--- config.mk ---
export PLATFORM = sky130hd
export DESIGN_NAME = alu16_arbiter
export DESIGN_NICKNAME = d
export VERILOG_FILES = /design/src/rtl/alu16_arbiter.sv
export SDC_FILE = /design/constraint.sdc
export NUM_CORES = 1
export LEC_CHECK = 0
export CAP_MARGIN = 10
export CORE_MARGIN = 2
export CORE_UTILIZATION = 41
export DETAILED_ROUTE_END_ITERATION = 10
export PLACE_DENSITY = 0.82
export SLEW_MARGIN = 5
export SYNTH_ARGS = -nofsm -noshare
export SYNTH_HDL_FRONTEND = slang
export SYNTH_SLANG_ARGS = --single-unit
--- constraint.sdc ---
create_clock -name clk -period 2.32 [get_ports clk]
set_clock_uncertainty 0.1 [all_clocks]
set_input_delay 0.348 -clock clk [delete_from_list [all_inputs] [get_ports clk]]
set_output_delay 0.348 -clock clk [all_outputs]
set_load 0.01 [all_outputs]
--- src/rtl/alu16_arbiter.sv ---
// rtl/alu16_arbiter.sv - round-robin share of one multi-cycle alu16 between two requesters
module alu16_arbiter #(
  parameter int DATA_W  = 16,
  parameter int OP_W    = 3,
  parameter int LATENCY = 16
) (
  input  logic              clk,
  input  logic              rst,
  input  logic              r0_valid,
  output logic              r0_ready,
  input  logic [DATA_W-1:0] r0_a,
  input  logic [DATA_W-1:0] r0_b,
  input  logic [OP_W-1:0]   r0_op,
  output logic              r0_resp_valid,
  input  logic              r0_resp_ready,
  output logic [DATA_W:0]   r0_resp_data,
  input  logic              r1_valid,
  output logic              r1_ready,
  input  logic [DATA_W-1:0] r1_a,
  input  logic [DATA_W-1:0] r1_b,
  input  logic [OP_W-1:0]   r1_op,
  output logic              r1_resp_valid,
  input  logic              r1_resp_ready,
  output logic [DATA_W:0]   r1_resp_data,
  output logic              alu_on,
  output logic [DATA_W-1:0] alu_ina,
  output logic [DATA_W-1:0] alu_inb,
  output logic [OP_W-1:0]   alu_op,
  input  logic [DATA_W:0]   alu_out,
  output logic              busy
);

  typedef enum logic [1:0] {IDLE, START, RUN, DONE} state_t;

  localparam int CNT_W = (LATENCY > 1) ? $clog2(LATENCY) : 1;
  localparam logic [CNT_W-1:0] CNT_LAST = CNT_W'(LATENCY - 1);

  state_t            state_q;
  logic [CNT_W-1:0]  cnt_q;
  logic              grant_q;
  logic              last_grant_q;
  logic              alu_on_q;
  logic [DATA_W-1:0] ina_q;
  logic [DATA_W-1:0] inb_q;
  logic [OP_W-1:0]   op_q;
  logic              r0_resp_valid_q;
  logic              r1_resp_valid_q;
  logic [DATA_W:0]   r0_resp_data_q;
  logic [DATA_W:0]   r1_resp_data_q;
  logic              req_any;
  logic              grant_d;
  logic              resp_taken;

  // Contested cycles go to whichever requester was not served last.
  always_comb begin
    grant_d = 1'b0;
    if (r0_valid && r1_valid) begin
      grant_d = ~last_grant_q;
    end else if (r1_valid) begin
      grant_d = 1'b1;
    end
  end

  assign req_any    = r0_valid | r1_valid;
  assign r0_ready   = (state_q == IDLE) && req_any && !grant_d;
  assign r1_ready   = (state_q == IDLE) && req_any && grant_d;
  assign resp_taken = grant_q ? r1_resp_ready : r0_resp_ready;

  always_ff @(posedge clk) begin
    if (rst) begin
      state_q         <= IDLE;
      cnt_q           <= '0;
      grant_q         <= 1'b0;
      last_grant_q    <= 1'b1;
      alu_on_q        <= 1'b0;
      ina_q           <= '0;
      inb_q           <= '0;
      op_q            <= '0;
      r0_resp_valid_q <= 1'b0;
      r1_resp_valid_q <= 1'b0;
      r0_resp_data_q  <= '0;
      r1_resp_data_q  <= '0;
    end else begin
      alu_on_q <= 1'b0;
      case (state_q)
        IDLE: begin
          if (req_any) begin
            grant_q  <= grant_d;
            ina_q    <= grant_d ? r1_a : r0_a;
            inb_q    <= grant_d ? r1_b : r0_b;
            op_q     <= grant_d ? r1_op : r0_op;
            alu_on_q <= 1'b1;
            state_q  <= START;
          end
        end
        START: begin
          cnt_q   <= '0;
          state_q <= RUN;
        end
        RUN: begin
          if (cnt_q == CNT_LAST) begin
            if (grant_q) begin
              r1_resp_data_q  <= alu_out;
              r1_resp_valid_q <= 1'b1;
            end else begin
              r0_resp_data_q  <= alu_out;
              r0_resp_valid_q <= 1'b1;
            end
            state_q <= DONE;
          end else begin
            cnt_q <= cnt_q + CNT_W'(1);
          end
        end
        DONE: begin
          if (resp_taken) begin
            r0_resp_valid_q <= 1'b0;
            r1_resp_valid_q <= 1'b0;
            last_grant_q    <= grant_q;
            state_q         <= IDLE;
          end
        end
        default: state_q <= IDLE;
      endcase
    end
  end

  assign alu_on        = alu_on_q;
  assign alu_ina       = ina_q;
  assign alu_inb       = inb_q;
  assign alu_op        = op_q;
  assign r0_resp_valid = r0_resp_valid_q;
  assign r1_resp_valid = r1_resp_valid_q;
  assign r0_resp_data  = r0_resp_data_q;
  assign r1_resp_data  = r1_resp_data_q;
  assign busy          = (state_q != IDLE);

endmodule
* After elaboration in Yosys (flattened, before gate mapping)
Index checks and enable logic that the tools add are counted.
** Storage, ports and cells
- Bits in registers :: 80
- Input bits :: 93
- Output and inout port bits :: 75
- Logic and storage cells :: 65
** Cells by class
- $add $sub $neg :: 1
- Equality and inequality tests :: 10
- Muxes and demuxes :: 20
- Bitwise gates (word level) :: 4
- Reductions and logical operators :: 18
** Operators by type and width (number)
- 16-bit two-way mux :: 2
- 2-bit != test, second input constant :: 6
- 1-bit two-way mux :: 9
- 3-bit AND reduction :: 3
- 2-bit case mux with 4 select lines :: 1
- 4-bit case mux with 2 select lines :: 1
- 4-bit AND reduction :: 2
- 2-bit two-way mux :: 3
- 2-bit AND reduction :: 3
- 2-bit nonzero test :: 3
- 4-bit by 1-bit adder with 4-bit output, second input constant :: 1
- 2-bit == test, second input constant :: 2
- 4-bit == test, second input constant :: 1
- 1-bit logical AND :: 4
- 4-bit two-way mux :: 1
- 1-bit case mux with 2 select lines :: 2
- 3-bit two-way mux :: 1
- 1-bit inverter :: 3
- 2-bit by 1-bit == test with 1-bit output, second input constant :: 1
- 2-bit logical NOT :: 1
- 2-bit OR reduction :: 1
- 1-bit logical NOT :: 1
- 1-bit bitwise OR :: 1

* Depth between registers and ports, before layout
- Depth after elaboration :: 4
- Mapped depth :: 7
- Gate-level depth less buffers :: 5

* Worst setup path before layout
No wires, ideal clock.
- Kind :: flip-flop to output port
- Start :: reg state_q[0]
- End :: out r1_ready
- Data arrival time :: 1.281 ns
- Data required time :: 1.872 ns
- Slack :: 0.591 ns
- Cell stages (with the launch flop) :: 7
- Path buffers :: 2
- Cells stage by stage :: dfxtp_1 -> inv_1 -> ha_1 -> and2_1 -> buf_2 -> buf_4 -> and2_1
** Between the ends
- Word-level cells in the longest chain between the ends :: 3
** RTL lines
- from (decl) :: RTL line 38 : state_t state_q;
- from (signal assigned) :: RTL line 71 : state_q <= IDLE;
- from (signal assigned) :: RTL line 93 : state_q <= START;
- from (signal assigned) :: RTL line 98 : state_q <= RUN;
- 2-bit logical NOT :: RTL line 66 : assign r1_ready = (state_q == IDLE) && req_any && grant_d;
- 1-bit logical AND (2 in series) :: RTL line 66
- to (decl) :: RTL line 18 : output logic r1_ready,
Every way passes these cells.

* Worst setup path in the final report
- Start :: reg state_q[1]
- End :: out busy
** Between the ends
- Word-level cells in the longest chain between the ends :: 1
** RTL lines
- 2-bit nonzero test :: RTL line 135 : assign busy = (state_q != IDLE);
- to (decl) :: RTL line 30 : output logic busy
Every way passes these cells.

==> out/metrics.yaml <==
number_of_maximum_capacitance_violations: 0
synth-seq-area-share: 0.4536
drv_slew: 0
vias: 3973
grt_pass1_vias: 3791
finalSetupViolCount: 0
cp.buffers_inverters: 4
num_antenna_cells: 0
num-fill-cells: 700
die_area_sq_mm: 0.009370
synthesis.area_sq_mm: 0.003531
synthDistinctLibCells: 34
first_iter_violations: 310
most-common-layout-cells: "clkdlybuf4s50_1, dfxtp_1, a21oi_1"
die_w_microns: 96.80
seq_power_share: 0.369
maxSlewHeadroom: 0.6825
design.final.nets: 643
ys_warn_count: 0
switchingPower_mw: 1.713
power.clock.fraction: 0.209
rsz_0062_raised_after_global_routing: "no"
worstReg2RegStart: "state_q[1]"
drt_first_pass_iters: 5
synth.ff_latch_count: 80
clock-sinks: 80
timing.critical_path.mode_cell: "inv_1"
tritoncts: "yes"
numCtsBuffers: 9
clk-insertion-delay-late_ns: 0.35
port_bufs: 167
grt_first_pass_wirelength_mm: 19.19
hp-class: "in -> reg"
crit_path_cell_trace: "inv_1, ha_2, buf_6, inv_1, clkdlybuf4s50_1"
critical_path_required_ns: 1.87
syn_inst: 399
leakagePower_nw: 1.828
worst_setup_path_end_kind: "primary output"
postSynthNetCount: 497
grt_start_max_net_pins: 38
final_min_period_over_clock_period: 0.9483
critical-path-top-delay-family: "buffers and inverters"
layout.cells.most_common: "clkdlybuf4s50_1"
grt_remaining_overflow: 0
vdd_ir_drop_max_mv: 0.6575
route.antenna.remaining_nets: 0
postSynthAreaPerCell_sq_um: 8.849
grtUsageTotal: 0.2448
yosys_most_used_dff: "dfxtp_1"
rows: 33
power_per_cell_area_mw_per_mm2: 834.2
boundaryPins: 168
combPwrFrac: 0.422
area.sequential_sq_mm: 0.001603
drcViolationCount: 0
post_drt_wl_per_cell_microns: 17.88
critPathMaxFanout: 9
fin_crit_ns: 2.200
crit_startpoint: "state_q[1]"
power.internal_mw: 2.820
worstSetupStartpointType: "flop"
fraction_of_synthesis_flops_using_an_asynchronous_set_or_reset_pin: 0
ctsHoldBuffers: 0
antenna_found_initial: 0
slowest_stage_cell_on_the_critical_path: "clkdlybuf4s50_1"
gpl.final_weighted_congestion: 0.8358
layout.core_utilization: 0.6546
cp_slowest_stage_delay_ns: 0.53
postRouteWirelength_mm: 11.71
die_y_microns: 96.80
number_of_vias_per_cell_after_detailed_routing: 6.066
synth_enable_flop_cells: 0
cts_htree_levels: 3
clk_pin_slew_ns: 0.09
worst-slew-pin-transition_ns: 0.4763
dp_hpwl_mm: 7.826
clk_root_buffer_cell: "clkbuf_8"
finalSetupTns_ns: 0
multiInputGateArea_sq_mm: 0.001677
fmax_ghz: 0.4545
clockBufferDepth: 2
worst_ep_arrival_time_ns: 1.75
switching_share: 0.3779
core-area_sq_mm: 0.008299
criticalPathCategory: "reg -> out"
run_status: "finished, final reports clean"
final-hold-violation-count: 0
final_layout_size_suffix_gt1_frac: 0.07273
initial_utilization: 0.4254
area_growth_syn_to_fin_pct: 53.86
worst_hold_startpoint: "rst"
==> worst reg2reg max path, cell delays in order (launching register included) <==
cell and delay [ns]:
dfxtp_1 0.35, inv_1 0.09, ha_2 0.20, buf_6 0.15, buf_4 0.24, o21ai_2 0.11
buf_12 0.18, a32oi_1 0.22, a21oi_1 0.10
==> cell usage after synthesis, types with 3 or more instances <==
library cell,count,area share
dfxtp_1,80,0.45
nand3_1,36,0.051
ha_1,5,0.018
inv_1,7,0.0074
o21ai_0,36,0.051
buf_1,3,0.0032
a32oi_1,35,0.087
clkbuf_1,27,0.029
buf_2,12,0.017
buf_4,7,0.015
a21oi_1,75,0.11
nand4_1,3,0.0053
o211ai_1,3,0.0064
nor2_1,6,0.0064
nand2_1,7,0.0074
o2111ai_1,35,0.087
==> registers in the layout, summed over array words and instances (netlist names), 2 cells and up <==
name / flops
alu_op: 3
r1_resp_data: 17
cnt_q: 4
alu_inb: 16
r0_resp_data: 17
state_q: 2
alu_ina: 16
==> timing repair <==
action / in CTS / in global routing
cloned: 0 / 0
gates resized for setup: 2 / 3
endpoints found under the setup margin: 2 / 3
setup buffers: 0 / 0
==> power groups by stage <==
| stage | logic [mW] | registers (mW) | clock network [mW] |
|---|---|---|---|
| after global placement | 1.83 | 1.69 | 0 |
| final | 1.91 | 1.67 | 0.948 |
| after floorplan | 0.991 | 1.75 | 0 |
| after CTS | 1.89 | 1.67 | 0.963 |
| after global routing | 2.07 | 1.69 | 1.03 |
| after detailed placement | 1.88 | 1.70 | 0 |
==> path summary, 6_finish.rpt <==
kind                     end  slack [ns]  depth (start not counted)
max                     busy        0.12                          5
max reg2reg       alu_inb[4]        0.46                          8
min             last_grant_q        0.30                          3
min reg2reg  r0_resp_data[4]        0.38                          2
==> final cells by class <==
class	instances	area share
inverter	8	0.005527
multi-input combinational	262	0.3086
tap	105	0.02418
clock buffer	9	0.02280
clock inverter	7	0.009673
sequential	80	0.2950
timing repair buffer	184	0.3342
==> per-stage QoR <==
step | hold slack (ns) | setup WS, ns | instances | instance area, sq um | power, mW
2_1_floorplan | 0.3677 | 0.5909 | 399 | 3531 | 2.742
3_3_place_gp | 0.3604 | 0.1141 | 639 | 5244 | 3.524
3_5_place_dp | 0.3661 | 0.08454 | 639 | 5244 | 3.578
4_1_cts | 0.2874 | 0.0007325 | 655 | 5425 | 4.528
5_1_grt | 0.3069 | 0.04485 | 655 | 5433 | 4.796
6_report | 0.2979 | 0.1199 | 655 | 5433 | 4.532
==> logic make-up (layout without fill, tap and decap cells) <==
| logic type | after synthesis | count (layout) | share of synthesized area |
|---|---|---|---|
| DFF | 80 | 80 | 0.4536 |
| buffers and inverters | 57 | 208 | 0.07229 |
| AOI/OAI and AO/OA | 193 | 193 | 0.3600 |
| and+or+nand+nor | 62 | 62 | 0.09072 |
| muxes | 2 | 2 | 0.005670 |
| adders and majority gates | 5 | 5 | 0.01772 |
==> layer usage <==
metal  GRT usage  part of all wire  vias up
li1            -                 -     1856
met1      0.3091              0.41     1920
met2      0.3990              0.50      165
met3     0.05997             0.056       32
met4      0.1029             0.033        0
met5           0                 0        -
No activity file was read; power rests on OpenSTA's default activity.
